**src/rtl/irq_priority_router_if.sv**
```systemverilog
// Handshake/bus bundle between interrupt sources and the priority router.
// The router takes the slave modport; the service side takes master.
interface irq_priority_router_if #(
   parameter int N_CH   = 4,
   parameter int DATA_W = 8
);
   localparam int ID_W = $clog2(N_CH);

   logic [N_CH-1:0]        irq_i;
   logic [N_CH-1:0]        mask_i;
   logic [N_CH*DATA_W-1:0] data_i;
   logic                   ready_i;
   logic                   valid_o;
   logic [N_CH-1:0]        ch_o;
   logic [ID_W-1:0]        id_o;
   logic [DATA_W-1:0]      data_o;
   logic                   multi_o;
   logic [N_CH-1:0]        pending_o;
   logic [N_CH-1:0]        overrun_o;

   modport master (
      output irq_i, mask_i, data_i, ready_i,
      input  valid_o, ch_o, id_o, data_o, multi_o, pending_o, overrun_o
   );

   modport slave (
      input  irq_i, mask_i, data_i, ready_i,
      output valid_o, ch_o, id_o, data_o, multi_o, pending_o, overrun_o
   );
endinterface

```
**src/rtl/irq_priority_router.sv**
```systemverilog
// Registered interrupt router: edge-latched pending bits, masking, fixed or
// round-robin arbitration, one grant at a time on a valid/ready handshake.
module irq_priority_router #(
   parameter int N_CH    = 4,
   parameter int DATA_W  = 8,
   parameter int RR_MODE = 0,
   localparam int ID_W   = $clog2(N_CH)
) (
   input logic                 clk_i,
   input logic                 rst_i,
   irq_priority_router_if.slave bus
);

   typedef enum logic {IDLE = 1'b0, BUSY = 1'b1} state_t;

   state_t              state_q, state_d;
   logic [N_CH-1:0]     irq_q;
   logic [N_CH-1:0]     pending_q, pending_d;
   logic [N_CH-1:0]     overrun_q, overrun_d;
   logic [N_CH-1:0]     ch_q, ch_d;
   logic [ID_W-1:0]     id_q, id_d;
   logic [ID_W-1:0]     last_q, last_d;
   logic [DATA_W-1:0]   data_q, data_d;
   logic                multi_q, multi_d;

   logic [N_CH-1:0]     edge_v, accept_v, eligible;
   logic                accept, any_elig;
   logic [ID_W-1:0]     win_id;
   logic [DATA_W-1:0]   win_data;

   assign edge_v   = bus.irq_i & ~irq_q;
   assign accept   = (state_q == BUSY) & bus.ready_i;
   assign accept_v = accept ? ch_q : '0;
   assign eligible = pending_q & ~bus.mask_i;
   assign any_elig = |eligible;

   // A new edge always wins over the clear; it only counts as an overrun
   // when the channel stays pending through this cycle.
   assign pending_d = (pending_q & ~accept_v) | edge_v;
   assign overrun_d = overrun_q | (edge_v & pending_q & ~accept_v);

   // Later loop iterations override earlier ones, so the last index visited
   // is the highest priority: N_CH-1 in fixed mode, (last-1) mod N_CH in RR.
   always_comb begin
      int start;
      int idx;
      win_id   = '0;
      win_data = '0;
      start    = (int'(last_q) == 0) ? N_CH - 1 : int'(last_q) - 1;
      for (int i = N_CH - 1; i >= 0; i--) begin
         if (RR_MODE != 0) idx = (start + N_CH - i) % N_CH;
         else              idx = N_CH - 1 - i;
         if (eligible[ID_W'(idx)]) win_id = ID_W'(idx);
      end
      for (int k = 0; k < N_CH; k++) begin
         if (ID_W'(k) == win_id) win_data = bus.data_i[k*DATA_W +: DATA_W];
      end
   end

   always_ff @(posedge clk_i) begin
      if (rst_i) state_q <= IDLE;
      else       state_q <= state_d;
   end

   always_comb begin
      state_d = state_q;
      case (state_q)
         IDLE:    if (any_elig)    state_d = BUSY;
         BUSY:    if (bus.ready_i) state_d = IDLE;
         default: state_d = IDLE;
      endcase
   end

   always_comb begin
      ch_d    = ch_q;
      id_d    = id_q;
      data_d  = data_q;
      multi_d = multi_q;
      last_d  = last_q;
      case (state_q)
         IDLE: begin
            if (any_elig) begin
               ch_d    = N_CH'(1) << win_id;
               id_d    = win_id;
               data_d  = win_data;
               multi_d = |(eligible & (eligible - N_CH'(1)));
               last_d  = win_id;
            end else begin
               ch_d    = '0;
               id_d    = '0;
               data_d  = '0;
               multi_d = 1'b0;
            end
         end
         BUSY: begin
            if (bus.ready_i) begin
               ch_d    = '0;
               id_d    = '0;
               data_d  = '0;
               multi_d = 1'b0;
            end
         end
         default: ;
      endcase
   end

   always_ff @(posedge clk_i) begin
      if (rst_i) begin
         irq_q     <= '0;
         pending_q <= '0;
         overrun_q <= '0;
         ch_q      <= '0;
         id_q      <= '0;
         data_q    <= '0;
         multi_q   <= 1'b0;
         last_q    <= '0;
      end else begin
         irq_q     <= bus.irq_i;
         pending_q <= pending_d;
         overrun_q <= overrun_d;
         ch_q      <= ch_d;
         id_q      <= id_d;
         data_q    <= data_d;
         multi_q   <= multi_d;
         last_q    <= last_d;
      end
   end

   assign bus.valid_o   = (state_q == BUSY);
   assign bus.ch_o      = ch_q;
   assign bus.id_o      = id_q;
   assign bus.data_o    = data_q;
   assign bus.multi_o   = multi_q;
   assign bus.pending_o = pending_q;
   assign bus.overrun_o = overrun_q;

endmodule
```
**src/flat_wrapper.sv**
```systemverilog
// flat-port wrapper written by rule: the top's interface ports become plain ports
module irq_priority_router_flat 
#(
   parameter int N_CH    = 4,
   parameter int DATA_W  = 8,
   parameter int RR_MODE = 0,
   localparam int ID_W   = $clog2(N_CH)
)
  (clk_i, rst_i, bus_irq_i, bus_mask_i, bus_data_i, bus_ready_i, bus_valid_o, bus_ch_o, bus_id_o, bus_data_o, bus_multi_o, bus_pending_o, bus_overrun_o);
  irq_priority_router_if #(.N_CH(N_CH), .DATA_W(DATA_W)) bus_i ();
  input logic clk_i;
  input logic rst_i;
  input wire logic [$bits(bus_i.irq_i)-1:0] bus_irq_i;
  input wire logic [$bits(bus_i.mask_i)-1:0] bus_mask_i;
  input wire logic [$bits(bus_i.data_i)-1:0] bus_data_i;
  input wire logic [$bits(bus_i.ready_i)-1:0] bus_ready_i;
  output wire logic [$bits(bus_i.valid_o)-1:0] bus_valid_o;
  output wire logic [$bits(bus_i.ch_o)-1:0] bus_ch_o;
  output wire logic [$bits(bus_i.id_o)-1:0] bus_id_o;
  output wire logic [$bits(bus_i.data_o)-1:0] bus_data_o;
  output wire logic [$bits(bus_i.multi_o)-1:0] bus_multi_o;
  output wire logic [$bits(bus_i.pending_o)-1:0] bus_pending_o;
  output wire logic [$bits(bus_i.overrun_o)-1:0] bus_overrun_o;
  assign bus_i.irq_i = bus_irq_i;
  assign bus_i.mask_i = bus_mask_i;
  assign bus_i.data_i = bus_data_i;
  assign bus_i.ready_i = bus_ready_i;
  assign bus_valid_o = bus_i.valid_o;
  assign bus_ch_o = bus_i.ch_o;
  assign bus_id_o = bus_i.id_o;
  assign bus_data_o = bus_i.data_o;
  assign bus_multi_o = bus_i.multi_o;
  assign bus_pending_o = bus_i.pending_o;
  assign bus_overrun_o = bus_i.overrun_o;
  irq_priority_router #(.N_CH(N_CH), .DATA_W(DATA_W), .RR_MODE(RR_MODE)) u_core (.clk_i(clk_i), .rst_i(rst_i), .bus(bus_i));
endmodule
```
**config.mk**
```make
export PLATFORM = sky130hd
export DESIGN_NAME = irq_priority_router_flat
export DESIGN_NICKNAME = d
export VERILOG_FILES = /design/src/rtl/irq_priority_router_if.sv /design/src/rtl/irq_priority_router.sv /design/src/flat_wrapper.sv
export SDC_FILE = /design/constraint.sdc
export NUM_CORES = 1
export LEC_CHECK = 0
export ABC_CLOCK_PERIOD_IN_PS = 1100
export CORE_ASPECT_RATIO = 1.4
export CORE_MARGIN = 3
export CORE_UTILIZATION = 32
export CTS_BUF_LIST = sky130_fd_sc_hd__clkbuf_8
export CTS_CLUSTER_DIAMETER = 100
export DETAILED_ROUTE_END_ITERATION = 10
export PLACE_DENSITY = 0.74
export SLEW_MARGIN = 20
export SYNTH_ARGS = -nofsm -noshare
export SYNTH_HDL_FRONTEND = slang
export SYNTH_SLANG_ARGS = --single-unit
```
**constraint.sdc**
```tcl
create_clock -name clk_i -period 1.1 [get_ports clk_i]
set_input_delay 0.22 -clock clk_i [delete_from_list [all_inputs] [get_ports clk_i]]
set_output_delay 0.22 -clock clk_i [all_outputs]
set_load 0.1 [all_outputs]
```
=== Yosys cells after proc, flatten, opt, wreduce, memory -nomap -nowiden ===
Cells that the tools add are included.

* Flip-flop bits (word level): 28
* Bits of input ports: 43
* Output and inout bits: 24
* Word-level logic and storage cells: 51

* Add/sub/neg operators: 1
* Equal/unequal tests: 4
* Shift operators: 1
* Multiplexer cells: 21
* Bitwise operators: 13
* Reductions and logical operators: 3

{| class="wikitable"
|+ Operators with widths
! operator !! number
|-
| two-way mux 8 bit || 6
|-
| AND 4 bit || 6
|-
| one-hot mux 8 bit (2 select lines) || 1
|-
| two-way mux 4 bit || 3
|-
| inverter 4 bit || 3
|-
| OR 4 bit || 2
|-
| one-hot mux 4 bit (2 select lines) || 1
|-
| OR reduction 4 bit || 2
|-
| two-way mux 1 bit || 5
|-
| == test 2 bit, first input constant || 2
|-
| two-way mux 2 bit || 2
|-
| one-hot mux 1 bit (2 select lines) || 2
|-
| one-hot mux 2 bit (2 select lines) || 1
|-
| << shifter 1 x 2 -> 4 bit, first input constant || 1
|-
| subtractor 4 x 1 -> 4 bit, second input constant || 1
|-
| == test 1 x 2 -> 1 bit, first input constant || 1
|-
| zero test 2 bit || 1
|-
| != test 2 bit, second input constant || 1
|-
| AND 1 bit || 1
|-
| inverter 1 bit || 1
|}

=== Longest topological paths before layout ===
Gate-level depths: netlist of the first run.

* Depth in word-level cells: 10
* Depth in mapped cells: 5

=== Least setup slack after synthesis of the first run ===
No wires, ideal clock.

* Path kind: reg-to-reg
* Start point: register u_core.pending_q[3], in the netlist u_core.bus.pending_o[3]
* End point: register u_core.data_q[0], in the netlist u_core.bus.data_o[0]
* Library setup time: 58 ps
* Data arrival time: 1801 ps
* Slack: -759 ps
* Stages on the path, launching flop included: 5
* Buffers on the path: 0
* Path through: dfxtp_1 nor2b_1 nor3_2 nor3b_4 a21o_1

* Word-level cells in the longest chain between the ends: 4

{| class="wikitable"
|+ Ends and longest elaborated chain
! item !! line !! source
|-
| start: declaration || irq_priority_router.sv:18 || <nowiki>logic [N_CH-1:0] pending_q, pending_d;</nowiki>
|-
| start signal: assignment || irq_priority_router.sv:119 || <nowiki>pending_q <= pending_d;</nowiki>
|-
| AND 4 bit || irq_priority_router.sv:34 || <nowiki>assign eligible = pending_q & ~bus.mask_i;</nowiki>
|-
| OR reduction 4 bit || irq_priority_router.sv:35 || <nowiki>assign any_elig = |eligible;</nowiki>
|-
| two-way mux 8 bit || irq_priority_router.sv:82 || <nowiki>if (any_elig) begin</nowiki>
|-
| one-hot mux 8 bit (2 select lines) || irq_priority_router.sv:80 || <nowiki>case (state_q)</nowiki>
|-
| end signal: assignment || irq_priority_router.sv:123 || <nowiki>data_q <= data_d;</nowiki>
|-
| end: declaration || irq_priority_router.sv:23 || <nowiki>logic [DATA_W-1:0] data_q, data_d;</nowiki>
|}

Every way passes these cells.
A chain may end at the register's enable or synchronous reset.

=== Worst setup path after layout of the first run ===
* Start point: register u_core.pending_q[2], in the netlist u_core.bus.pending_o[2]
* End point: register u_core.data_q[6], in the netlist u_core.bus.data_o[6]

Same word-level chain as after synthesis.

==> results.toml, run 1 <==
[run_status]
status = "finished with violations"
violations_in_the_final_reports = "negative setup slack"

[logic_synthesis]
synth.largest_area_cell = "sky130_fd_sc_hd__dfxtp_1"
ys_ff_latch = 24
postSynth.topFlopCell = "sky130_fd_sc_hd__dfxtp_1"
yosysWarnings = 0
postSynthCellCount = 97
synth.yosys.seq_area_share_pct = 49.93
yosys-top-cells-area = "sky130_fd_sc_hd__dfxtp_1 50%, sky130_fd_sc_hd__a22o_1 7.3%, sky130_fd_sc_hd__a21o_1 7.0%"
synth.distinct_cells = 26
yosys-top-cells-count = "24 x sky130_fd_sc_hd__dfxtp_1, 13 x sky130_fd_sc_hd__nor2_1, 10 x sky130_fd_sc_hd__nor2b_1, 9 x sky130_fd_sc_hd__a21o_1, 8 x sky130_fd_sc_hd__a22o_1"
mapped_area_um2 = 962.2
netlist.area_leader.share_pct = 49.93
async_flop_share_pct = 0
syn_area_cell_um2 = 9.919
yosys.cell_count.top_type = "sky130_fd_sc_hd__dfxtp_1"
number_of_flops_mapped_to_enable_cells_by_yosys = 0

[placement]
io_buffer_count = 47
globalplace.congestion = 0.6858
dp_hpwl_um = 2122
preCtsSetupSlack_ns = -0.4719

[power]
power.density_nw_per_um2 = 1289
max-vdd-ir-drop_mv = 1.012
power.total_w = 0.002527
power.static_leakage_nw = 0.8683

[worst_hold_path]
timing.hold.worst_path_depth = 3
hold_end = "u_core.bus.valid_o"
worst_hold_path_type = "input port to register"
startpoint_of_the_most_critical_hold_path = "rst_i"

[grt]
groute.usage.overall_pct = 16.12
grt_start_max_net_pins = 14
globalRouteOverflowTotal = 0
grt_first_pass_wirelength_um = 4609
via_count_of_the_first_global_routing_pass = 1074
number_of_antenna_violations_at_the_first_check_in_global_routing = 0

[clocking]
cts_sinks = 24
clk_transition_reported_paths_ns = 0.08
cts_buffer_depth = 2
root_buffer = "sky130_fd_sc_hd__clkbuf_8"
tritoncts = "built"
cts-hold-fix-buffers = 0
cts-htree-levels = 1
cts_inserted_buffers = 3
insertion_delay_ns = 0.26

[worst_setup_path]
cp.required_ns = 1.26
cp_max_fo = 8
reg_to_reg_critical_path_startpoint = "u_core.bus.pending_o[2]"
critPathLaunchType = "register"
worst_setup_path_end_kind = "register"
r2r.worst_path.cells = 5
critPathSlowestCell = "sky130_fd_sc_hd__dfxtp_4"
critical_path.top_delay_family = "simple AND/OR/NAND/NOR gates"
r2r_slack_ns = -0.11
r2r_end = "u_core.bus.data_o[6]"
crit_chain = "nor2b_4 -> nor3_4 -> nor3b_4 -> buf_6 -> a21o_1"
critPathBufInv = 1
slowest_delay_ns = 0.35
timing.setup.critical_path_class = "register to register"
cp.arrival_ns = 1.37

[sta]
grt_setup_unrepaired = "true"
finalSetupViolCount = 15
fin_crit_sh_pct = 110.2
clock_skews_ns = 0.002069
report.final.slew_viol_count = 0
report.final.hold_viol_count = 0
setup_ws_ns = -0.1118
clock.fmax_mhz = 825.2
finalWorstPathRequiredPeriod_ns = 1.212

[routing]
detail-route-antenna-nets = 0
drt-total-wl_um = 2913
post_drt_via_cell_ratio = 4.773
routedWlPerCell_um = 14.71
route.detailed.drc = 0
dr_total_vias = 945
dr.pass1.iters = 4
drt-initial-drc-count = 10

[die]
boundary_pin_count = 67
die-width_um = 52.35
core_area_um2 = 2753
floorplan.die_area_um2 = 3710
rows = 22
height_of_the_die_um = 70.88
initial_core_utilization_pct = 34.95

[finish]
share_of_final_layout_standard_cells_stronger_than_drive_strength_1_pct = 45.06
nets = 206
area_growth_pct = 103.8
insertedDiodeCount = 0

[flow_run]
cap_violations = 0
-- what timing repair did --
action,4_1_cts,5_1_grt
cloned,0,0
pin swaps,5,4
setup buffers,8,1
resized for setup,14,8
setup endpoints to repair,16,20
-- kinds of logic after synthesis --
logic type | Yosys count | synth area share (%)
buffers and inverters | 7 | 5.201
other | 1 | 0.3897
DFF | 24 | 49.93
AOI/OAI and AO/OA | 28 | 21.46
and+or+nand+nor | 37 | 23.02
-- cell type report --
cell class	count	area (um2)
timing repair buffer	66	843.3
fill	215	792.0
sequential	24	516.7
multi-input combinational	68	510.5
tap	36	45.04
clock buffer	3	41.29
clock inverter	1	3.754
-- worst max-delay path by stage --
stage | start | end | slack (ns) | cells past startpoint
3_5_place_dp | rst_i | u_core.bus.data_o[2] | -0.47 | 4
2_1_floorplan | u_core.bus.valid_o | u_core.bus.data_o[0] | -0.23 | 4
6_report | u_core.bus.pending_o[2] | u_core.bus.data_o[6] | -0.11 | 5
3_3_place_gp | rst_i | u_core.bus.data_o[7] | -0.42 | 4
4_1_cts | u_core.bus.pending_o[2] | u_core.bus.data_o[2] | -0.06 | 5
5_1_grt | u_core.bus.pending_o[2] | u_core.bus.data_o[2] | -0.14 | 5
-- registers in the layout (all words and copies together) (netlist names) --
signal and count:
u_core.bus.id_o 1, u_core.bus.multi_o 1, u_core.bus.data_o 8, u_core.bus.ch_o 1, u_core.bus.valid_o 1, u_core.irq_q 4
u_core.bus.pending_o 4, u_core.bus.overrun_o 4
-- power by group --
| group | switching [W] | internal (W) | leakage, nW |
|---|---|---|---|
| combinational | 0.000586 | 0.000429 | 0.636 |
| clock | 0.000274 | 0.000250 | 0.0269 |
| sequential | 0.0000611 | 0.000928 | 0.205 |
| total | 0.000921 | 0.00161 | 0.868 |
-- through the flow --
step	hold WS (ns)	setup TNS [ns]	util [%]	instances	area, um2
finish	0.4141	-1.169	71.23	198	1961
global route	0.4214	-1.629	71.23	198	1961
CTS	0.4145	-0.6098	70.09	197	1929
detailed placement	0.4654	-6.397	65.00	185	1789
global placement	0.4609	-5.667	65.00	185	1789
floorplan	0.3256	-2.595	-	99	1039
-- cell usage in the layout (no fill, tap or decap), types with 2 or more instances in the layout --
cell / n
sky130_fd_sc_hd__a22o_1: 8
sky130_fd_sc_hd__a31oi_1: 2
sky130_fd_sc_hd__clkbuf_8: 3
sky130_fd_sc_hd__dlygate4sd2_1: 5
sky130_fd_sc_hd__nor3b_4: 2
sky130_fd_sc_hd__dfxtp_4: 7
sky130_fd_sc_hd__nor2b_4: 3
sky130_fd_sc_hd__dfxtp_2: 8
sky130_fd_sc_hd__a21oi_1: 3
sky130_fd_sc_hd__nor2b_1: 7
sky130_fd_sc_hd__clkdlybuf4s50_1: 21
sky130_fd_sc_hd__nor2_1: 13
sky130_fd_sc_hd__a21o_1: 9
sky130_fd_sc_hd__buf_4: 12
sky130_fd_sc_hd__and2b_1: 2
sky130_fd_sc_hd__dfxtp_1: 9
sky130_fd_sc_hd__a21oi_2: 2
sky130_fd_sc_hd__conb_1: 3
sky130_fd_sc_hd__buf_6: 7
sky130_fd_sc_hd__buf_12: 21
sky130_fd_sc_hd__nand2_1: 3
-- worst min-delay path, cell delays in order --
cell and delay (ns):
sky130_fd_sc_hd__dlygate4sd2_1 0.24, sky130_fd_sc_hd__buf_4 0.15, sky130_fd_sc_hd__a221oi_2 0.04
-- routing by layer --
| layer | share of wire (%) | wire length, um | GRT usage (%) | vias up |
|---|---|---|---|---|
| met5 | 0 | 0 | 0 | - |
| met4 | 0.82 | 24 | 3.409 | 0 |
| met3 | 8.2 | 239 | 3.579 | 2 |
| met2 | 57 | 1653 | 32.60 | 46 |
| met1 | 34 | 996 | 15.56 | 439 |
| li1 | - | - | - | 458 |
No activity file was read; power rests on OpenSTA's default activity.
==> inputs of run 2 (changes only) <==
- ABC_CLOCK_PERIOD_IN_PS: 1100 -> 1300
- CORE_UTILIZATION: 32 -> 36
- PLACE_DENSITY: 0.74 -> 0.79
- clock period: 1.1 -> 1.3 ns (I/O delays scaled with it)
==> run 2 against run 1 <==
Compared with the run above: highest routed layer unchanged; critical path type unchanged; the run now ends clean; sequential cell count stayed put; critical path depth stayed put; global-route usage hardly changed.
==> results.toml, run 2 (synthesis results as in run 1) <==
[finish]
insertedDiodeCount = 0
area.sequential_um2 = 504.2
multi_input_comb_area_um2 = 476.7
largest_register_ffs = 8
share_of_final_layout_standard_cells_stronger_than_drive_strength_1_pct = 34.19
area_growth_pct = 94.54
final_cell_mix = "22 x sky130_fd_sc_hd__clkdlybuf4s50_1, 22 x sky130_fd_sc_hd__buf_12, 17 x sky130_fd_sc_hd__dfxtp_1, 13 x sky130_fd_sc_hd__nor2_1, 11 x sky130_fd_sc_hd__buf_4"
final_core_util_pct = 75.79
nets = 199
num-fill-cells = 171

[flow_run]
cap_violations = 0

[sta]
fin_crit_sh_pct = 94.48
report.final.slew_viol_count = 0
finalSetupViolCount = 0
finalWorstPathRequiredPeriod_ns = 1.228
clock_skews_ns = 0.003668
clock.fmax_mhz = 814.2
final.setup.tns_ns = 0
report.final.hold_viol_count = 0

[clocking]
cts_inserted_buffers = 3
clk_transition_reported_paths_ns = 0.08
cts_buffer_depth = 2
cts_sinks = 24
cts-hold-fix-buffers = 0
insertion_delay_ns = 0.26
cts-htree-levels = 1
tritoncts = "built"
root_buffer = "sky130_fd_sc_hd__clkbuf_8"

[routing]
drt-total-wl_um = 2514
route.detailed.drc = 0
drt-initial-drc-count = 12
dr_total_vias = 928
dr.pass1.iters = 4
routedWlPerCell_um = 13.30
detail-route-antenna-nets = 0
post_drt_via_cell_ratio = 4.910

[power]
power.static_leakage_nw = 0.8466
power.density_nw_per_um2 = 1142
max-vdd-ir-drop_mv = 0.8167

[worst_setup_path]
timing.setup.critical_path_class = "register to register"
critical_path.top_delay_family = "simple AND/OR/NAND/NOR gates"
critPathLaunchType = "register"
critPathSlowestCell = "sky130_fd_sc_hd__dfxtp_4"
cp_max_fo = 4
critPathBufInv = 1
worst_setup_path_end_kind = "register"
crit_chain = "nor2b_4 -> nor3_4 -> nor3b_4 -> buf_4 -> a21o_1"
slowest_delay_ns = 0.35
cp.required_ns = 1.46
cp.arrival_ns = 1.39

[run_status]
status = "finished, final reports clean"

[die]
boundary_pin_count = 67
core_area_um2 = 2470
die-width_um = 49.69
rows = 21
height_of_the_die_um = 67.17
initial_core_utilization_pct = 38.96
floorplan.die_area_um2 = 3338

[grt]
number_of_antenna_violations_at_the_first_check_in_global_routing = 0
globalRouteOverflowTotal = 0
grt_first_pass_wirelength_um = 4222
grt_start_max_net_pins = 16
via_count_of_the_first_global_routing_pass = 958
groute.usage.overall_pct = 16.15

[placement]
io_buffer_count = 47
dp_hpwl_um = 1903
globalplace.congestion = 0.8038

[worst_hold_path]
worst_hold_path_type = "input port to register"
run 2: cell count changes in the layout (fill, tap and decap cells not counted), moves of 2 or more:
cell                             before  now
sky130_fd_sc_hd__a21oi_2              2    0
sky130_fd_sc_hd__a21oi_1              3    5
sky130_fd_sc_hd__buf_6                7    0
sky130_fd_sc_hd__dlygate4sd2_1        5    0
sky130_fd_sc_hd__dfxtp_1              9   17
sky130_fd_sc_hd__dlymetal6s2s_1       0    4
sky130_fd_sc_hd__dfxtp_2              8    1
run 2: final timing paths:
| check | from | end | slack [ns] | cells past startpoint |
|---|---|---|---|---|
| worst max-delay path | u_core.bus.pending_o[3] | u_core.bus.data_o[0] | 0.07 | 5 |
| worst min-delay path | rst_i | u_core.bus.pending_o[3] | 0.43 | 3 |
| worst max register to register | u_core.bus.pending_o[3] | u_core.bus.data_o[0] | 0.07 | 5 |
| worst min register to register | u_core.irq_q[3] | u_core.bus.pending_o[3] | 0.52 | 3 |
run 2: metal layers:
metal	wire (um)	global-route usage [%]	part of all wire (%)
met5	0	0	0
met4	39	6.228	1.6
met3	215	4.857	8.6
met2	1254	30.30	50
met1	1005	16.71	40
run 2: area by class of cell:
class | count | area share (%)
Multi-Input combinational cell | 68 | 25.47
Sequential cell | 24 | 26.94
Clock buffer | 4 | 2.941
Tap cell | 34 | 2.273
Timing Repair Buffer | 59 | 42.38
run 2: what timing repair did:
item | 4_1_cts | 5_1_grt
setup endpoints to repair | 9 | 9
buffers inserted | 3 | 2
resized for setup | 1 | 7
pin swaps | 2 | 4
run 2: report_power, final:
part           internal (W)  switching (W)  total [W]  leakage, nW
combinational      0.000329       0.000466   0.000795        0.616
sequential         0.000783      0.0000557   0.000839        0.202
clock              0.000270       0.000234   0.000505       0.0288
total               0.00138       0.000756    0.00214        0.847
run 2: per-stage QoR:
stage	hold WS (ns)	total power (W)	worst slack (ns)	instance area [um2]	instances
6_report	0.4322	0.002138	0.07175	1872	189
5_1_grt	0.4778	0.002220	-0.01104	1872	189
4_1_cts	0.5239	0.002132	0.003354	1834	187
3_5_place_dp	0.5071	0.001623	-0.3146	1738	180
3_3_place_gp	0.4931	0.001611	-0.2917	1738	180
2_1_floorplan	0.3654	0.001312	-0.05561	1012	99
run 2: worst min-delay path, cell delays in order:
cell and delay [ns]:
sky130_fd_sc_hd__dlymetal6s2s_1 0.13, sky130_fd_sc_hd__buf_4 0.21, sky130_fd_sc_hd__nor2_1 0.06
==> RTL edit 1, RTL diff (flow settings as in run 2) <==
Make the reset (`rst_i`) asynchronous in 2 clocked blocks.
--- a/src/rtl/irq_priority_router.sv
+++ b/src/rtl/irq_priority_router.sv
@@ -57,7 +57,7 @@
       end
    end
 
-   always_ff @(posedge clk_i) begin
+   always_ff @(posedge clk_i or posedge rst_i) begin
       if (rst_i) state_q <= IDLE;
       else       state_q <= state_d;
    end
@@ -104,7 +104,7 @@
       endcase
    end
 
-   always_ff @(posedge clk_i) begin
+   always_ff @(posedge clk_i or posedge rst_i) begin
       if (rst_i) begin
          irq_q     <= '0;
          pending_q <= '0;
Behaviour: differs if rst_i is asserted again (counterexample within 4 cycles, from zero or initial values and one cycle with rst_i high); with rst_i held inactive, the same outputs for 10 cycles.
==> RTL edit 1 against run 2 <==
Die area increased by 12%. Hold slack got worse by 0.15 ns. Cell area increased by 3.7%. Synthesized area increased by 14%. Critical endpoint is now u_core.bus.data_o[3]$_DFFE_PP0P_. Setup slack got worse by 0.0072 ns. First-iteration DRC count increased to 3.4 times the old value. Largest cell class unchanged. Power increased by 25%. Synthesized cell count increased by 6.2%. Routed wire length increased by 14%. Sequential share of layout area increased by 5.1 points. Critical path depth decreased by 1. Sequential cell count unchanged. Final cell count increased by 2.1%.
==> RTL edit 1: results (changes against run 2) <==
The flow ran to the end, and the final reports show no timing, DRC or antenna violations. The setup slack after placement came out at -0.128 ns (+0.187 ns). The combinational share of power came out at 49.4% (+12 points).

The hold slack was 0.283 ns (-0.149 ns). The fraction of area in non-clock buffers is 40.2% (-2.1 points). The met3 demand-to-capacity share in global routing is 4.99% (+0.13 points). The largest share of the power goes to combinational logic.

In this design, the largest share of critical-path delay is due to flip-flops. The total of plain and repair buffers excluding clock buffers came out at 57 (-3.4%). The routed metal-1 wirelength came out at 960 µm (-4.5%). The number of global-route vias before repair came out at 1088 (+14%). The met1 demand-to-capacity share in global routing is 19.2% (+2.5 points). The placed standard-cell area came out at 0.00187 mm² (+7.6%). The global routing usage summed across all routing layers came to 17.2% (+1.1 points). After synthesis, the cell types taking the most area are sky130_fd_sc_hd__dfrtp_1 55%, sky130_fd_sc_hd__nand2b_1 6.3%, sky130_fd_sc_hd__a22oi_1 5.5%. The commonest cells after synthesis are 24 x sky130_fd_sc_hd__dfrtp_1, 11 x sky130_fd_sc_hd__nand2b_1, 10 x sky130_fd_sc_hd__a21oi_1, 10 x sky130_fd_sc_hd__nand3_1. The number of non-clock inverters is 3 (+3). The static power due to leakage came out at 0.856 nW (+1.1%).

The met2 capacity usage during global routing is 30.5% (+0.23 points). The part of the total power dissipated in the clock network came to 15.8% (-7.8 points). The post-cts gate resize count is 0 (-1).

The register area is 622 µm² (+23%). The synthesized area divided by synthesized cell count is 10.6 µm² (+7.0%). The count of distinct cell types in the synthesized netlist came out at 24 (-7.7%).

The cell row count came out at 23 (+9.5%). The largest net degree at the start of global routing came to 19 (+3). The design internal power came out at 1.55 mW (+12%).

The sequential cell count came to 24 (unchanged). The setup skew after layout came to 0.00706 ns (+0.00339 ns). The worst-case reg-to-reg path depth came out at 4 (-1). The total power density per cell area is 1380 mW/mm² (+21%). The final instance count without filler cells is 193 (+2.1%). The critical register-to-register path endpoint is u_core.bus.data_o[3]$_DFFE_PP0P_.
RTL edit 1: worst max path at each step:
stage | slack [ns] | cells past startpoint | from | to
2_1_floorplan | 0.003 | 4 | u_core.bus.pending_o[0]$_DFF_PP0_ | u_core.bus.data_o[0]$_DFFE_PP0P_
3_3_place_gp | -0.12 | 5 | bus_mask_i[1] | u_core.bus.data_o[4]$_DFFE_PP0P_
3_5_place_dp | -0.13 | 5 | bus_mask_i[3] | u_core.bus.data_o[4]$_DFFE_PP0P_
4_1_cts | 0.01 | 1 | u_core.bus.valid_o$_DFF_PP0_ | bus_valid_o
5_1_grt | 0.007 | 4 | u_core.bus.pending_o[1]$_DFF_PP0_ | u_core.bus.data_o[2]$_DFFE_PP0P_
6_report | 0.06 | 4 | u_core.bus.pending_o[1]$_DFF_PP0_ | u_core.bus.data_o[3]$_DFFE_PP0P_
==> RTL edit 2, RTL diff (settings of run 2) <==
Made on the original files. `RR_MODE` is set to 0 in 2 places; all go to 1.
--- a/src/rtl/irq_priority_router.sv
+++ b/src/rtl/irq_priority_router.sv
@@ -3,7 +3,7 @@
 module irq_priority_router #(
    parameter int N_CH    = 4,
    parameter int DATA_W  = 8,
-   parameter int RR_MODE = 0,
+   parameter int RR_MODE = 1,
    localparam int ID_W   = $clog2(N_CH)
 ) (
    input logic                 clk_i,
--- a/src/flat_wrapper.sv
+++ b/src/flat_wrapper.sv
@@ -3,7 +3,7 @@
 #(
    parameter int N_CH    = 4,
    parameter int DATA_W  = 8,
-   parameter int RR_MODE = 0,
+   parameter int RR_MODE = 1,
    localparam int ID_W   = $clog2(N_CH)
 )
   (clk_i, rst_i, bus_irq_i, bus_mask_i, bus_data_i, bus_ready_i, bus_valid_o, bus_ch_o, bus_id_o, bus_data_o, bus_multi_o, bus_pending_o, bus_overrun_o);
Behaviour: no difference found for any inputs over 10 cycles, from zero or initial values and one cycle with rst_i high; that may be too few to reach the edited logic, so the function may still have changed.
==> RTL edit 2 against run 2 <==
The run now ends with negative setup slack left. Setup slack got worse by 0.92 ns. Final cell count rose by 58%. Critical path depth increased by 4. Synthesized area rose by 45%. Power rose by 70%. Cell area up 58%. Clock power is 50% higher. Routed wire length increased by 120%. Sequential cell count increased by 6. Via count rose by 78%.
==> RTL edit 2: results (changes against run 2) <==
The setup fix buffers added after clock tree synthesis came to 7 (+4). The HPWL after detailed placement came out at 3350 µm (+76%). The arrival time at the worst endpoint is 2.32 ns (+0.93 ns). The clock buffer count is 6 (+2). The mux share of post-synthesis cell area is 9.48% (+9.5 points). The wire length on met2 is 3100 µm (+150%). The final instance count without filler cells is 299 (+58%).

The register area is 631 µm² (+25%). The slowest stage of the critical path belongs to the cell sky130_fd_sc_hd__dfxtp_2. The global placer's final weighted congestion came to 0.801 (-0.30%). The static power due to leakage was 1.25 nW (+48%). The cell class contributing the biggest share of worst-path delay is compound AO/OA/AOI/OAI gates. The global routing usage summed across all routing layers is 24.1% (+7.9 points).

The number of filler cells placed in the layout is 211 (+23%). The total setup violations reported at the end of the flow came to 17 (+17). The clock distribution power came out at 0.755 mW (+50%). The violation count after the first detailed-route iteration is 88 (+76).

The detailed-route via count is 1648 (+78%). The number of non-clock inverters came to 3 (+3). The final worst slack is -0.849 ns (-0.921 ns).

The checks that failed: negative setup slack. The amount of wire on met3 after detailed routing came to 417 µm (+94%). The setup skew after layout came out at 0.00328 ns (-0.000389 ns). The compound-cell area share of the yosys netlist was 21.8% (+0.37 points).

The design internal power came out at 2.26 mW (+64%). The setup slack after placement came out at -1.13 ns (-0.820 ns). The total of plain and repair buffers excluding clock buffers came to 105 (+78%). The worst setup slack for register-to-register paths came out at -0.85 ns (-0.92 ns). The run finished, with violations left.
## RTL edit 2: worst min-delay path by stage
stage                                                 start                           endpoint  slack (ns)  cells past startpoint
final                     u_core.bus.data_o[6]$_SDFFE_PP0P_  u_core.bus.data_o[6]$_SDFFE_PP0P_        0.52                      2
after global routing                         bus_data_i[29]  u_core.bus.data_o[5]$_SDFFE_PP0P_        0.53                      3
after CTS                     u_core.last_q[1]$_SDFFE_PP0P_      u_core.last_q[1]$_SDFFE_PP0P_        0.49                      2
after detailed placement      u_core.last_q[1]$_SDFFE_PP0P_      u_core.last_q[1]$_SDFFE_PP0P_        0.45                      2
after global placement        u_core.last_q[1]$_SDFFE_PP0P_      u_core.last_q[1]$_SDFFE_PP0P_        0.44                      2
after floorplan                                       rst_i         u_core.irq_q[0]$_SDFF_PP0_        0.33                      1
## RTL edit 2: per-layer routing
metal | up-vias | GRT usage [%]
li1 | 756 | -
met4 | 0 | 14.3
met5 | - | 0
met2 | 83 | 43.8
met1 | 792 | 22.1
met3 | 17 | 8.74
